===== src/rtl/uart_tx_fifo_pkg.sv =====
// Shared UART definitions: default bit period, FSM state encoding and a
// counter-width helper. The receiver imports this package too, so the state
// values must not be reordered.
package uart_tx_fifo_pkg;

  // 100 MHz / 115200 baud
  localparam int unsigned ClksPerBitDefault = 868;

  typedef enum logic [1:0] {
    StIdle  = 2'd0,
    StStart = 2'd1,
    StData  = 2'd2,
    StStop  = 2'd3
  } uart_state_e;

  // Width of a counter that must reach n-1; never narrower than 1 bit.
  function automatic int unsigned cnt_bits(input int unsigned n);
    return (n > 1) ? $clog2(n) : 1;
  endfunction

endpackage


===== src/rtl/uart_tx_fifo_if.sv =====
// Byte write port of the UART transmitter: valid/ready handshake.
//   in_data   byte to send
//   in_valid  in_data valid; transfer happens on a clk edge with in_valid && in_ready
//   in_ready  transmitter can accept a byte this cycle
// master: the producer (game/debug logic). slave: the transmitter.
interface uart_tx_fifo_if;
  logic [7:0] in_data;
  logic       in_valid;
  logic       in_ready;

  modport master (output in_data, output in_valid, input in_ready);
  modport slave  (input in_data, input in_valid, output in_ready);
endinterface


===== src/rtl/uart_byte_fifo.sv =====
// Circular byte FIFO with a separately tracked occupancy count.
//   clk, rst     clock, asynchronous active-high reset
//   push, wdata  write request and byte; ignored while full (even if popping)
//   pop, rdata   read request; rdata shows the head entry combinationally
//   full, empty  occupancy flags derived from count
//   count        entries currently stored
module uart_byte_fifo #(
  parameter int unsigned DEPTH = 8,
  parameter int unsigned CNT_W = 4
) (
  input  logic             clk,
  input  logic             rst,
  input  logic             push,
  input  logic [7:0]       wdata,
  input  logic             pop,
  output logic [7:0]       rdata,
  output logic             full,
  output logic             empty,
  output logic [CNT_W-1:0] count
);

  localparam int unsigned PtrW = (DEPTH > 1) ? $clog2(DEPTH) : 1;

  logic [7:0]       mem_q [DEPTH];
  logic [PtrW-1:0]  wr_ptr_q, rd_ptr_q;
  logic [CNT_W-1:0] count_q;
  logic             push_ok, pop_ok;

  assign full    = (count_q == CNT_W'(DEPTH));
  assign empty   = (count_q == '0);
  assign count   = count_q;
  assign rdata   = mem_q[rd_ptr_q];
  assign push_ok = push && !full;
  assign pop_ok  = pop && !empty;

  // Storage needs no reset: nothing is read before it is written.
  always_ff @(posedge clk) begin
    if (push_ok) mem_q[wr_ptr_q] <= wdata;
  end

  // DEPTH is a power of two, so pointers wrap by natural overflow.
  always_ff @(posedge clk or posedge rst) begin
    if (rst) begin
      wr_ptr_q <= '0;
      rd_ptr_q <= '0;
      count_q  <= '0;
    end else begin
      if (push_ok) wr_ptr_q <= wr_ptr_q + PtrW'(1);
      if (pop_ok)  rd_ptr_q <= rd_ptr_q + PtrW'(1);
      case ({push_ok, pop_ok})
        2'b10:   count_q <= count_q + CNT_W'(1);
        2'b01:   count_q <= count_q - CNT_W'(1);
        default: count_q <= count_q;
      endcase
    end
  end

endmodule


===== src/rtl/uart_tx_fifo.sv =====
// UART transmitter, 8N1, LSB first, fed from a small byte FIFO so producers can
// burst without waiting a frame time.
//   clk         system clock
//   rst         asynchronous active-high reset; aborts any frame, drops queued bytes
//   in_if       byte write port (slave side of the valid/ready handshake)
//   tx          UART line, registered, idle high
//   busy        a frame is in progress or bytes are queued
//   fifo_count  bytes queued, excluding the one being shifted out
module uart_tx_fifo
  import uart_tx_fifo_pkg::*;
#(
  parameter int unsigned CLKS_PER_BIT = ClksPerBitDefault,
  parameter int unsigned FIFO_DEPTH   = 8,
  parameter int unsigned CNT_W        = 4
) (
  input  logic              clk,
  input  logic              rst,
  uart_tx_fifo_if.slave     in_if,
  output logic              tx,
  output logic              busy,
  output logic [CNT_W-1:0]  fifo_count
);

  localparam int unsigned ClkW = cnt_bits(CLKS_PER_BIT);

  uart_state_e     state_q, state_d;
  logic [ClkW-1:0] clk_cnt_q, clk_cnt_d;
  logic [2:0]      bit_idx_q, bit_idx_d;
  logic [7:0]      shift_q, shift_d;
  logic            tx_q, tx_d;

  logic            fifo_pop, fifo_full, fifo_empty;
  logic [7:0]      fifo_rdata;
  logic            bit_end;

  uart_byte_fifo #(
    .DEPTH (FIFO_DEPTH),
    .CNT_W (CNT_W)
  ) u_fifo (
    .clk   (clk),
    .rst   (rst),
    .push  (in_if.in_valid),
    .wdata (in_if.in_data),
    .pop   (fifo_pop),
    .rdata (fifo_rdata),
    .full  (fifo_full),
    .empty (fifo_empty),
    .count (fifo_count)
  );

  assign in_if.in_ready = !fifo_full;
  assign bit_end        = (clk_cnt_q == ClkW'(CLKS_PER_BIT - 1));
  assign tx             = tx_q;
  assign busy           = (state_q != StIdle) || !fifo_empty;

  // tx_d follows the current state, so the line lags the FSM by one edge;
  // every bit still lasts exactly CLKS_PER_BIT cycles.
  always_comb begin
    state_d   = state_q;
    clk_cnt_d = clk_cnt_q;
    bit_idx_d = bit_idx_q;
    shift_d   = shift_q;
    fifo_pop  = 1'b0;
    tx_d      = 1'b1;
    unique case (state_q)
      StIdle: begin
        if (!fifo_empty) begin
          fifo_pop  = 1'b1;
          shift_d   = fifo_rdata;
          clk_cnt_d = '0;
          state_d   = StStart;
        end
      end
      StStart: begin
        tx_d = 1'b0;
        if (bit_end) begin
          clk_cnt_d = '0;
          bit_idx_d = '0;
          state_d   = StData;
        end else begin
          clk_cnt_d = clk_cnt_q + ClkW'(1);
        end
      end
      StData: begin
        tx_d = shift_q[bit_idx_q];
        if (bit_end) begin
          clk_cnt_d = '0;
          if (bit_idx_q == 3'd7) state_d = StStop;
          else                   bit_idx_d = bit_idx_q + 3'd1;
        end else begin
          clk_cnt_d = clk_cnt_q + ClkW'(1);
        end
      end
      StStop: begin
        if (bit_end) begin
          clk_cnt_d = '0;
          // Chain straight into the next start bit when more data is queued.
          if (!fifo_empty) begin
            fifo_pop = 1'b1;
            shift_d  = fifo_rdata;
            state_d  = StStart;
          end else begin
            state_d  = StIdle;
          end
        end else begin
          clk_cnt_d = clk_cnt_q + ClkW'(1);
        end
      end
      default: begin
        state_d   = StIdle;
        clk_cnt_d = '0;
        bit_idx_d = '0;
      end
    endcase
  end

  always_ff @(posedge clk or posedge rst) begin
    if (rst) begin
      state_q   <= StIdle;
      clk_cnt_q <= '0;
      bit_idx_q <= '0;
      shift_q   <= '0;
      tx_q      <= 1'b1;
    end else begin
      state_q   <= state_d;
      clk_cnt_q <= clk_cnt_d;
      bit_idx_q <= bit_idx_d;
      shift_q   <= shift_d;
      tx_q      <= tx_d;
    end
  end

endmodule


===== src/flat_wrapper.sv =====
// flat-port wrapper written by rule: the top's interface ports become plain ports
module uart_tx_fifo_flat import uart_tx_fifo_pkg::*;
#(
  parameter int unsigned CLKS_PER_BIT = ClksPerBitDefault,
  parameter int unsigned FIFO_DEPTH   = 8,
  parameter int unsigned CNT_W        = 4
)
  (clk, rst, tx, busy, fifo_count, in_if_in_data, in_if_in_valid, in_if_in_ready);
  uart_tx_fifo_if in_if_i ();
  input  logic clk;
  input  logic rst;
  output logic tx;
  output logic busy;
  output logic [CNT_W-1:0] fifo_count;
  input wire logic [$bits(in_if_i.in_data)-1:0] in_if_in_data;
  input wire logic [$bits(in_if_i.in_valid)-1:0] in_if_in_valid;
  output wire logic [$bits(in_if_i.in_ready)-1:0] in_if_in_ready;
  assign in_if_i.in_data = in_if_in_data;
  assign in_if_i.in_valid = in_if_in_valid;
  assign in_if_in_ready = in_if_i.in_ready;
  uart_tx_fifo #(.CLKS_PER_BIT(CLKS_PER_BIT), .FIFO_DEPTH(FIFO_DEPTH), .CNT_W(CNT_W)) u_core (.clk(clk), .rst(rst), .in_if(in_if_i), .tx(tx), .busy(busy), .fifo_count(fifo_count));
endmodule

===== config.mk =====
export PLATFORM = sky130hd
export DESIGN_NAME = uart_tx_fifo_flat
export DESIGN_NICKNAME = d
export VERILOG_FILES = /design/src/rtl/uart_tx_fifo_pkg.sv /design/src/rtl/uart_tx_fifo_if.sv /design/src/rtl/uart_byte_fifo.sv /design/src/rtl/uart_tx_fifo.sv /design/src/flat_wrapper.sv
export SDC_FILE = /design/constraint.sdc
export NUM_CORES = 1
export LEC_CHECK = 0
export BUFFER_PORTS_ARGS = -buffer_cell sky130_fd_sc_hd__buf_2
export CORE_MARGIN = 2
export CORE_UTILIZATION = 33
export CTS_BUF_LIST = sky130_fd_sc_hd__clkbuf_4
export CTS_CLUSTER_DIAMETER = 200
export DETAILED_ROUTE_END_ITERATION = 10
export MAX_ROUTING_LAYER = met4
export PLACE_DENSITY = 0.5
export SYNTH_ARGS = -nofsm -noshare
export SYNTH_HDL_FRONTEND = slang
export SYNTH_SLANG_ARGS = --single-unit

===== constraint.sdc =====
create_clock -name clk -period 8.75 [get_ports clk]
set_clock_uncertainty 0.2 [all_clocks]
set_input_delay 0.875 -clock clk [delete_from_list [all_inputs] [get_ports clk]]
set_output_delay 0.875 -clock clk [all_outputs]
set_load 0.01 [all_outputs]

After elaboration in Yosys (flattened, before gate mapping) --
Memories as Yosys holds them, arrays and structs flattened. Index checks and enable logic that the tools add are counted. Widths: inputs -> output; s select.
Operators by class: bitwise operators 0, magnitude comparators 1, $add $sub $neg 6, muxes and demuxes 26, multiply operators 0, shift-type cells 0, reduce and logical (&&, ||, !) cells 15, div/mod/pow operators 0, eq/ne operators 14
Operator list (count):
- $mux 10 | 2
- $pmux 10 s2 | 1
- $mux 8 | 2
- $pmux 8 s2 | 1
- $add 10x1->10 const B | 1
- $eq 10x10->1 const B | 1
- $mux 2 | 5
- $add 3x1->3 const B | 3
- $mux 3 | 3
- $ne 2x1->1 const B | 4
- $pmux 2 s4 | 1
- $pmux 4 s2 | 1
- $reduce_bool 2->1 | 4
- $eq 2x2->1 const B | 3
- $mux 1 | 6
- $pmux 3 s2 | 1
- $reduce_and 5->1 | 1
- $add 4x1->4 const B | 1
- $eq 2x1->1 const B | 2
- $eq 4x4->1 const B | 1
- $logic_not 4->1 | 1
- $lt 3x4->1 const B | 1
- $ne 2x2->1 const B | 2
- $pmux 1 s2 | 2
- other kinds (10) | 12
Word-level totals: bits in latches 0, RAM bits 64, ROM bits 0, memories 1, bits in registers 34, output and inout port bits 7, input port bits 11
Memory list:
- u_core.u_fifo.mem_q | depth 8, width 8, read ports 1, clocked after memory_dff 0, wr ports 1, line uart_byte_fifo.sv:24 | logic [7:0] mem_q [DEPTH];

Logic depth before layout (Yosys ltp) --
Gate-level depths: netlist (run 1).
depth in word-level cells 7, gate-level depth with buffers 11, gate-level depth less buffers 10

Hierarchy --
From an unflattened synthesis (run 1), not the netlist that was laid out.
Unflattened totals: cells, all modules 289, area, all modules 4539.4 sq um
Modules (own cells, without submodules):
- uart_byte_fifo | instances 1, area each 3135.5 sq um, cells an instance 161, seq. area each 2172.1 sq um
- uart_tx_fifo | instances 1, area each 1403.8 sq um, cells an instance 128, seq. area each 601.8 sq um

Worst setup path after synthesis (run 1) --
OpenSTA, ideal clock, no wires.
kind register -> register, from reg u_core.u_fifo.count_q[0], in the netlist u_core.u_fifo.count[0], to reg u_core.u_fifo.count_q[3], in the netlist u_core.u_fifo.count[3], stages on the path, launching flop included 9, required time 8.424 ns, setup time 0.126 ns, arrival time 2.568 ns, setup slack 5.856 ns, path through dfrtp_1 > or4b_2 > nand2_1 > ha_1 > ha_1 > a21o_1 > a2111oi_0 > nand4b_1 > nand3_1
Between the ends: elaborated cells on any way between the ends 15, those cells by class add/sub (2); eq/ne (3); mux (4); reduce/logical (6)
RTL lines:
- start, declared | line uart_byte_fifo.sv:26 | logic [CNT_W-1:0] count_q;
- start signal, assigned | line uart_byte_fifo.sv:51 | 2'b10: count_q <= count_q + CNT_W'(1);
- start signal, assigned | line uart_byte_fifo.sv:52 | 2'b01: count_q <= count_q - CNT_W'(1);
- start signal, assigned | line uart_byte_fifo.sv:53 | default: count_q <= count_q;
- $eq 4x4->1 (*) | line uart_byte_fifo.sv:29 | assign full = (count_q == CNT_W'(DEPTH));
- $logic_not 1->1 (*)
- net in_if_in_ready | line flat_wrapper.sv:17 | output wire logic [$bits(in_if_i.in_ready)-1:0] in_if_in_ready;
- $logic_and 1x1->1 (*) | line uart_byte_fifo.sv:33 | assign push_ok = push && !full;
- $eq 2x1->1 / $eq 2x2->1 (equally long branches) | line uart_byte_fifo.sv:50 | case ({push_ok, pop_ok})
- $pmux 4 s2 / $reduce_bool 2->1 (equally long branches)
Mark *: on every way through the listed nets, which the timed path passes. The rest lies on a longest branch. A chain may end at the register's enable or synchronous reset.

Worst setup path in the final report (run 1) --
from reg u_core.u_fifo.count_q[0], in the netlist u_core.u_fifo.count[0], to out busy
Between the ends: cells in the longest elaborated chain, start to end 3
RTL lines:
- $logic_not 4->1 | line uart_byte_fifo.sv:30 | assign empty = (count_q == '0);
- $logic_not 1->1 | line uart_tx_fifo.sv:54 | assign busy = (state_q != StIdle) || !fifo_empty;
- $logic_or 1x1->1 | line uart_tx_fifo.sv:54
- end, declared | line flat_wrapper.sv:13 | output logic busy;
No other way between the ends.

==> impl_metrics.yaml, run 1 <==
finish:
  multiInputGateArea_sq_um: 1556
  register_area_sq_um: 2774
  area_delta_synth_final_pct: 8.477
  nets: 321
  n_antenna_cell: 0
  layout-drive-gt1-share: 0.2060
  nFillCells: 1264
clock_tree:
  clock-sinks: 98
  cts_root_buffer: "clkbuf_4"
  cts_buffers: 9
  clock_path_buffers: 2
  ctsResizeCount: 0
  insertion_delay_ns: 0.46
  cts_htree_levels: 3
  clk_pin_slew_ns: 0.16
  cts_tree: "built"
  cts_hold_buf: 0
  post-cts-setup-buffers: 0
place:
  gp_congestion: 0.7929
  dp_hpwl_microns: 5028
  io_buffers: 17
route:
  viasPerCell: 4.864
  wl_per_cell_microns: 15.91
  vias: 2320
  drc: 0
  first_pass_iters: 4
  drt-initial-drc-count: 91
  wirelength_microns: 7590
  ant_nets: 0
setup_path:
  critPathArrivalTime_ns: 2.17
  cpPeakStageDelay_ns: 0.57
  crit_path_end_kind: "primary output"
  critPathBufInv: 2
  crit_path_cell_trace: "nor4_4 -> and2_1 -> inv_1 -> buf_2"
  path_class: "flip-flop to primary output"
  slowest_stage: "nor4_4"
  cp_max_fo: 10
  r2r_cells: 10
  critical_path_required_ns: 7.68
  cp.depth: 4
  path_delay_family: "simple AND/OR/NAND/NOR gates"
  start_kind: "flip-flop"
synthesis:
  syn_inst: 277
  ys_warn_count: 0
  ys_seq_elements: 98
  async_flop_share: 0.3469
  synth.distinct_cells: 49
  synth_edf_count: 64
  synthFlopType: "edfxtp_1"
  netlist_area_sq_um: 4428
  synth_nets: 302
  ys_seq_area_frac: 0.6264
  avgSynthCellArea_sq_um: 15.99
power:
  power_frac_comb: 0.147
  switchingPower_uw: 283.7
  seqPwrFrac: 0.616
  power_density_nw_per_um2: 200.0
  irDropWorstVdd_mv: 0.1198
  pwr-share-clk: 0.237
  swShare: 0.2954
  cellLeakagePower_nw: 1.765
  p_int_uw: 676.9
sta:
  min_period_over_period: 0.3706
  max_clock_freq_ghz: 0.3084
  layout_min_cycle_time_ns: 3.242
  fin_tns_setup_ns: 0
  hold_viol: 0
  worstMarginPinSlew_ns: 0.9213
  holdWs_ns: 0.2793
  max_slew_margin: 0.3858
  setup_violations: 0
  slew_violations: 0
  rsz0062_at_grt: "false"
grt:
  grt_overflow: 0
  grt_max_degree: 35
  track_usage: 0.1196
  grt_pass1_wl_microns: 12490
  grt_pass1_vias: 2316
  antenna_found_initial: 0
status:
  status: "finished clean"
floorplan:
  die_h_microns: 119.8
  die_x_microns: 119.8
  core-area_sq_um: 13190
  initial_utilization: 0.3357
  die_area_sq_um: 14360
  io_pins: 18
  num_rows: 42
job:
  max-cap-violations: 0
hold_path:
  hp-class: "input port to async pin"
cell type report:
| type | count | area share |
|---|---|---|
| multi-input combinational | 160 | 0.3240 |
| sequential | 98 | 0.5775 |
| timing repair buffer | 18 | 0.01928 |
| inverter | 9 | 0.007033 |
| tap | 176 | 0.04585 |
| clock buffer | 9 | 0.01407 |
| clock inverter | 7 | 0.01224 |
routing by layer:
layer	GRT usage	wire, microns	up-vias
met5	-	0	-
met3	0.03184	160	12
li1	-	-	1117
met4	0.05294	133	0
met1	0.1480	3552	1171
met2	0.1857	3744	20
per-stage QoR:
stage          setup WS, ns  std cells  power [mW]    util  area, sq um
2_1_floorplan         5.856        277      0.6899       -         4428
3_3_place_gp          5.751        461      0.7429  0.3546         4677
3_5_place_dp          5.577        461      0.7479  0.3546         4677
4_1_cts               5.438        477      0.9778  0.3642         4803
5_1_grt               5.308        477       1.014  0.3642         4803
6_report              5.508        477      0.9606  0.3642         4803
path summary, 6_finish.rpt:
check / startpoint / slack (ns) / end
min in group clk: u_core.shift_q[4] / 0.32 / u_core.shift_q[4]
hold / removal: rst / 0.28 / u_core.clk_cnt_q[5]
setup reg to reg: u_core.clk_cnt_q[0] / 5.55 / u_core.u_fifo.count[3]
max in group asynchronous: rst / 7.73 / u_core.tx
setup / recovery: u_core.u_fifo.count[0] / 5.51 / busy
hold reg to reg: u_core.shift_q[4] / 0.32 / u_core.shift_q[4]
kinds of logic (layout without fill, tap and decap cells):
family                     Yosys count  in the layout  synth area share
AOI/OAI and AO/OA                   31             31           0.04945
adders and majority gates           14             14           0.04126
buffers and inverters               19             43           0.02430
xor gates and xnor gates            10             10           0.01978
and+or+nand+nor                     65             65           0.07855
DFF                                 98             98            0.6264
muxes                               40             40            0.1602
cells in the final DEF, fill, tap and decap left out, drive strengths merged, types with 3 or more instances in the layout:
master,count
edfxtp,64
dfrtp,33
mux2,19
buf,18
mux4,18
nand2,14
nor2,14
ha,13
inv,13
nand3,10
clkbuf,9
xnor2,8
o21ai,7
a21oi,6
nor3,6
o31ai,4
a21o,4
a211oi,3
mux2i,3
clkinv,3
sequential cells by signal, indices dropped and copies added (netlist names):
name,count
u_core.u_fifo.mem_q,64
u_core.clk_cnt_q,10
u_core.shift_q,8
u_core.u_fifo.count,4
u_core.bit_idx_q,3
u_core.u_fifo.rd_ptr_q,3
u_core.u_fifo.wr_ptr_q,3
u_core.state_q,2
u_core.tx,1
synth_stat cells, types with 3 or more instances:
| cell | instances | share of area |
|---|---|---|
| nor3_1 | 6 | 0.0068 |
| xnor2_1 | 8 | 0.016 |
| nand3_1 | 10 | 0.011 |
| o21ai_0 | 6 | 0.0068 |
| a21o_1 | 4 | 0.0068 |
| mux2i_1 | 3 | 0.0068 |
| edfxtp_1 | 64 | 0.43 |
| o31ai_1 | 4 | 0.0068 |
| a211oi_1 | 3 | 0.0051 |
| nor2_1 | 14 | 0.012 |
| mux4_1 | 16 | 0.095 |
| inv_1 | 9 | 0.0076 |
| clkbuf_1 | 3 | 0.0025 |
| a21oi_1 | 6 | 0.0068 |
| nand2_1 | 14 | 0.012 |
| ha_1 | 13 | 0.037 |
| dfrtp_1 | 33 | 0.19 |
| mux2_2 | 19 | 0.048 |
power by group through the flow:
stage	clock network, mW	registers [mW]	logic (mW)
finish	0.227	0.592	0.141
global placement	0	0.600	0.143
global route	0.255	0.599	0.160
CTS	0.239	0.592	0.146
floorplan	0	0.596	0.0937
detailed placement	0	0.603	0.145
tightest hold or removal path: cells and delay by family:
kind | cells | cell delay, ns
buffers and inverters | 3 | 0.52
Power figures use the tool's default switching activity.
==> inputs of run 2 (changes only) <==
==> constraint.sdc (replaced) <==
create_clock -name clk -period 3.15 [get_ports clk]
set_clock_uncertainty 0.2 [all_clocks]
set_input_delay 0.315 -clock clk [delete_from_list [all_inputs] [get_ports clk]]
set_output_delay 0.315 -clock clk [all_outputs]
set_load 0.01 [all_outputs]
==> impl_metrics.yaml, run 2 (synthesized netlist as in run 1, its figures left out) <==
status:
  status: "finished clean"
place:
  dp_hpwl_microns: 5458
  pre_cts_ws_ns: 0.1860
  io_buffers: 17
  placed_area_sq_um: 4780
  gp_congestion: 0.7621
clock_tree:
  clock_path_buffers: 2
  insertion_delay_ns: 0.46
  cts_buffers: 9
  cts_tree: "built"
  clk_pin_slew_ns: 0.16
  cts_root_buffer: "clkbuf_4"
  clock-sinks: 98
  cts_htree_levels: 3
setup_path:
  start_kind: "flip-flop"
  crit_path_end_kind: "flip-flop"
  reg2reg_slack_ns: 0.22
  cp_max_fo: 5
  r2r_cells: 8
  critical_path_required_ns: 3.32
  path_class: "flip-flop to flip-flop"
  r2r-start: "u_core.u_fifo.count[2]"
  startpoint: "u_core.u_fifo.count[2]"
  r2r-end: "u_core.u_fifo.count[3]"
  critPathArrivalTime_ns: 3.10
floorplan:
  die_x_microns: 119.8
  num_rows: 42
  core-area_sq_um: 13190
  die_area_sq_um: 14360
  die_h_microns: 119.8
  io_pins: 18
  initial_utilization: 0.3357
finish:
  design_area_sq_um: 5046
  largest_register_ffs: 64
  mostFrequentLayoutCells: "edfxtp_1, dfrtp_1, mux2_2, buf_2"
  nets: 346
  reg_top3: "u_core.u_fifo.mem_q x64, u_core.clk_cnt_q x10, u_core.shift_q x8"
  layout-drive-gt1-share: 0.2431
  top_register: "u_core.u_fifo.mem_q"
  utilization: 0.3826
  final_common_cell: "edfxtp_1"
  area_delta_synth_final_pct: 13.96
grt:
  grt_overflow: 0
  grt_max_degree: 35
  grt_pass1_wl_microns: 13590
  antenna_found_initial: 1
  track_usage: 0.1316
  grt_pass1_vias: 2505
sta:
  hold_viol: 0
  fin_tns_setup_ns: 0
  max_slew_margin: 0.5261
  slew_violations: 0
  max_clock_freq_ghz: 0.3414
  setup_violations: 0
  setup_slack_ns: 0.2206
  layout_min_cycle_time_ns: 2.929
  worstMarginPinSlew_ns: 0.7109
  min_period_over_period: 0.9300
  rsz0062_at_grt: "false"
route:
  wl_per_cell_microns: 16.54
  ant_nets: 0
  vias: 2424
  first_pass_iters: 4
  drc: 0
  viasPerCell: 4.829
  wirelength_microns: 8304
  drt-initial-drc-count: 152
power:
  power_density_nw_per_um2: 557.9
  p_total_mw: 2.815
  irDropWorstVdd_mv: 0.2777
  cellLeakagePower_nw: 1.890
hold_path:
  hp-class: "input port to async pin"
job:
  max-cap-violations: 0
-- run 2: changes by cell type in the layout (fill, tap and decap cells not counted), sizes merged --
cell         change
buf             +15
diode            +1
dlygate4sd3     +10
inv              -2
bufinv           +1
-- run 2: report_power, final --
part / internal [mW] / total [mW] / switching [mW]
sequential: 1.54 / 1.61 / 0.0711
combinational: 0.221 / 0.499 / 0.279
clock: 0.251 / 0.702 / 0.451
total: 2.01 / 2.82 / 0.801
-- run 2: stage by stage --
| stage | hold slack (ns) | std cells |
|---|---|---|
| 4_1_cts | 0.2427 | 501 |
| 6_report | 0.2619 | 502 |
| 3_3_place_gp | 0.2413 | 476 |
| 3_5_place_dp | 0.2502 | 476 |
| 2_1_floorplan | 0.2139 | 277 |
| 5_1_grt | 0.3046 | 502 |
-- run 2: worst max-delay path by stage --
stage / endpoint / cells past startpoint
after floorplan: u_core.u_fifo.count[3] / 8
after global placement: u_core.u_fifo.count[3] / 10
after detailed placement: u_core.u_fifo.count[3] / 10
after CTS: u_core.u_fifo.count[3] / 10
after global routing: u_core.u_fifo.count[3] / 8
final: u_core.u_fifo.count[3] / 8
-- run 2: cell type report --
cell class	instances	area (sq um)
fill	1234	8144
sequential	98	2775
multi-input combinational	160	1565
timing repair buffer	43	305.3
tap	176	220.2
clock inverter	6	76.32
clock buffer	9	67.56
inverter	9	33.78
antenna	1	2.502
-- run 2: worst max-delay path, cell delays in order, from the launching register on --
cell,delay (ns)
dfrtp_1,0.48
or4b_2,0.68
nand2_1,0.17
ha_1,0.25
ha_1,0.25
a21o_1,0.22
a2111oi_2,0.38
nand4b_1,0.16
nand3_1,0.06
-- run 2: metal layers --
layer	global-route usage	routed length, microns	part of all wire	vias to the layer above
met3	0.02994	166	0.020	6
li1	-	-	-	1169
met4	0.05882	110	0.013	0
met5	-	0	0	-
met2	0.2086	4069	0.49	26
met1	0.1621	3956	0.48	1223
-- run 2: repair_timing --
item                       in CTS  in global routing
hold buffers                   10                  0
setup buffers                   0                  0
hold endpoints to repair       99                  0
setup endpoints to repair       0                  1
gates resized for setup         0                  5
==> inputs of run 3 (changes only) <==
--- a/config.mk
+++ b/config.mk
@@ -12,7 +12,7 @@
 export CTS_CLUSTER_DIAMETER = 200
 export DETAILED_ROUTE_END_ITERATION = 10
 export MAX_ROUTING_LAYER = met4
-export PLACE_DENSITY = 0.5
+export PLACE_DENSITY = 0.58
 export SYNTH_ARGS = -nofsm -noshare
 export SYNTH_HDL_FRONTEND = slang
 export SYNTH_SLANG_ARGS = --single-unit
==> impl_metrics.yaml, run 3 (synthesized netlist as in run 1, its figures left out) <==
setup_path:
  start_kind: "flip-flop"
  cp_max_fo: 4
  critPathArrivalTime_ns: 3.12
  r2r_cells: 10
  critical_path_required_ns: 3.32
  r2r-start: "u_core.clk_cnt_q[1]"
  reg2reg_slack_ns: 0.20
  path_class: "flip-flop to flip-flop"
  crit_path_end_kind: "flip-flop"
  r2r-end: "u_core.u_fifo.count[3]"
grt:
  grt_max_degree: 20
  grt_pass1_vias: 2436
  antenna_found_initial: 1
  grt_pass1_wl_microns: 12850
  grt_overflow: 0
  track_usage: 0.1223
finish:
  top_register: "u_core.u_fifo.mem_q"
  mostFrequentLayoutCells: "edfxtp_1, dfrtp_1, mux2_2, buf_2"
  area_delta_synth_final_pct: 13.28
  final_common_cell: "edfxtp_1"
  largest_register_ffs: 64
  register_area_sq_um: 2774
  reg_top3: "u_core.u_fifo.mem_q x64, u_core.clk_cnt_q x10, u_core.shift_q x8"
  multiInputGateArea_sq_um: 1560
  layout-drive-gt1-share: 0.2400
  nets: 346
  nFillCells: 1231
floorplan:
  die_h_microns: 119.8
  num_rows: 42
  core-area_sq_um: 13190
  die_area_sq_um: 14360
  initial_utilization: 0.3357
  die_x_microns: 119.8
  io_pins: 18
clock_tree:
  cts_root_buffer: "clkbuf_4"
  clock-sinks: 98
  cts_buffers: 9
  insertion_delay_ns: 0.46
  cts_tree: "built"
  cts_htree_levels: 3
  clock_path_buffers: 2
  clk_pin_slew_ns: 0.15
power:
  power_density_nw_per_um2: 538.6
  cellLeakagePower_nw: 1.865
  p_total_mw: 2.702
  irDropWorstVdd_mv: 0.3270
sta:
  max_slew_margin: 0.5217
  fin_tns_setup_ns: 0
  max_clock_freq_ghz: 0.3392
  worstMarginPinSlew_ns: 0.7174
  slew_violations: 0
  min_period_over_period: 0.9359
  hold_viol: 0
  layout_min_cycle_time_ns: 2.948
  setup_violations: 0
route:
  drc: 0
  first_pass_iters: 4
  wirelength_microns: 7919
  drt-initial-drc-count: 123
  wl_per_cell_microns: 15.77
  ant_nets: 0
  viasPerCell: 4.835
  vias: 2427
place:
  dp_hpwl_microns: 5090
  gp_congestion: 0.7752
  io_buffers: 17
hold_path:
  hp-class: "input port to async pin"
job:
  max-cap-violations: 0
status:
  status: "finished clean"
run 3: cell types whose count changed in the layout (fill, tap and decap cells not counted), sizes merged:
cell      delta
clkinvlp     +4
clkinv       -3
bufinv       -1
run 3: stage by stage:
step                      cell area [sq um]  setup slack [ns]  hold WS [ns]  utilization  std cells
after floorplan                        4428            0.2564        0.2139            -        277
after global placement                 4750            0.1456        0.2187       0.3601        472
after detailed placement               4750           0.02097        0.2256       0.3601        472
after CTS                              4975            0.1132        0.2443       0.3772        497
after global routing                   5016          -0.04111        0.2830       0.3803        502
final                                  5016            0.2021        0.2389       0.3803        502
run 3: final cells by class:
type,instances,share of cell area
well taps,176,0.04390
clock inverters,6,0.01048
inverters,9,0.006735
multi-input cells,160,0.3111
clock buffers,9,0.01347
repair buffers,43,0.06086
diodes,1,0.0004989
flip-flops and latches,98,0.5530
run 3: power by group:
group / leakage, nW / switching [mW] / total (mW) / internal [mW]
registers: 1.00 / 0.0839 / 1.63 / 1.54
logic: 0.811 / 0.265 / 0.472 / 0.208
clock network: 0.0541 / 0.436 / 0.604 / 0.168
run 3: how the worst max path moves through the flow:
| stage | startpoint | to | slack (ns) | cells past startpoint |
|---|---|---|---|---|
| finish | u_core.clk_cnt_q[1] | u_core.u_fifo.count[3] | 0.20 | 10 |
| detailed placement | u_core.clk_cnt_q[0] | u_core.u_fifo.count[3] | 0.02 | 10 |
| floorplan | u_core.u_fifo.count[0] | u_core.u_fifo.count[3] | 0.26 | 8 |
| CTS | u_core.clk_cnt_q[0] | u_core.u_fifo.count[3] | 0.11 | 10 |
| global placement | u_core.clk_cnt_q[0] | u_core.u_fifo.count[3] | 0.15 | 10 |
| global route | u_core.clk_cnt_q[1] | u_core.u_fifo.count[3] | -0.04 | 10 |
run 3: per-layer routing:
| metal | wire, microns | up-vias | GRT usage |
|---|---|---|---|
| met5 | 0 | - | - |
| met4 | 133 | 0 | 0.04412 |
| met3 | 235 | 10 | 0.03327 |
| met2 | 3925 | 31 | 0.1929 |
| met1 | 3625 | 1216 | 0.1524 |
| li1 | - | 1170 | - |
run 3: repair_timing:
item / 4_1_cts / 5_1_grt
pin swaps: 0 / 2
setup buffers: 0 / 4
hold buffers: 10 / 0
gates resized for setup: 1 / 3
hold endpoints to repair: 80 / 0
setup endpoints to repair: 1 / 1
run 3: worst max-delay path, stage by stage, from the launching register on:
cell	delay (ns)
dfrtp_1	0.41
ha_1	0.23
and4b_1	0.26
a41oi_1	0.18
nor3_2	0.31
ha_2	0.23
ha_1	0.23
a21o_1	0.21
a2111oi_2	0.36
nand4b_1	0.16
nand3_1	0.07
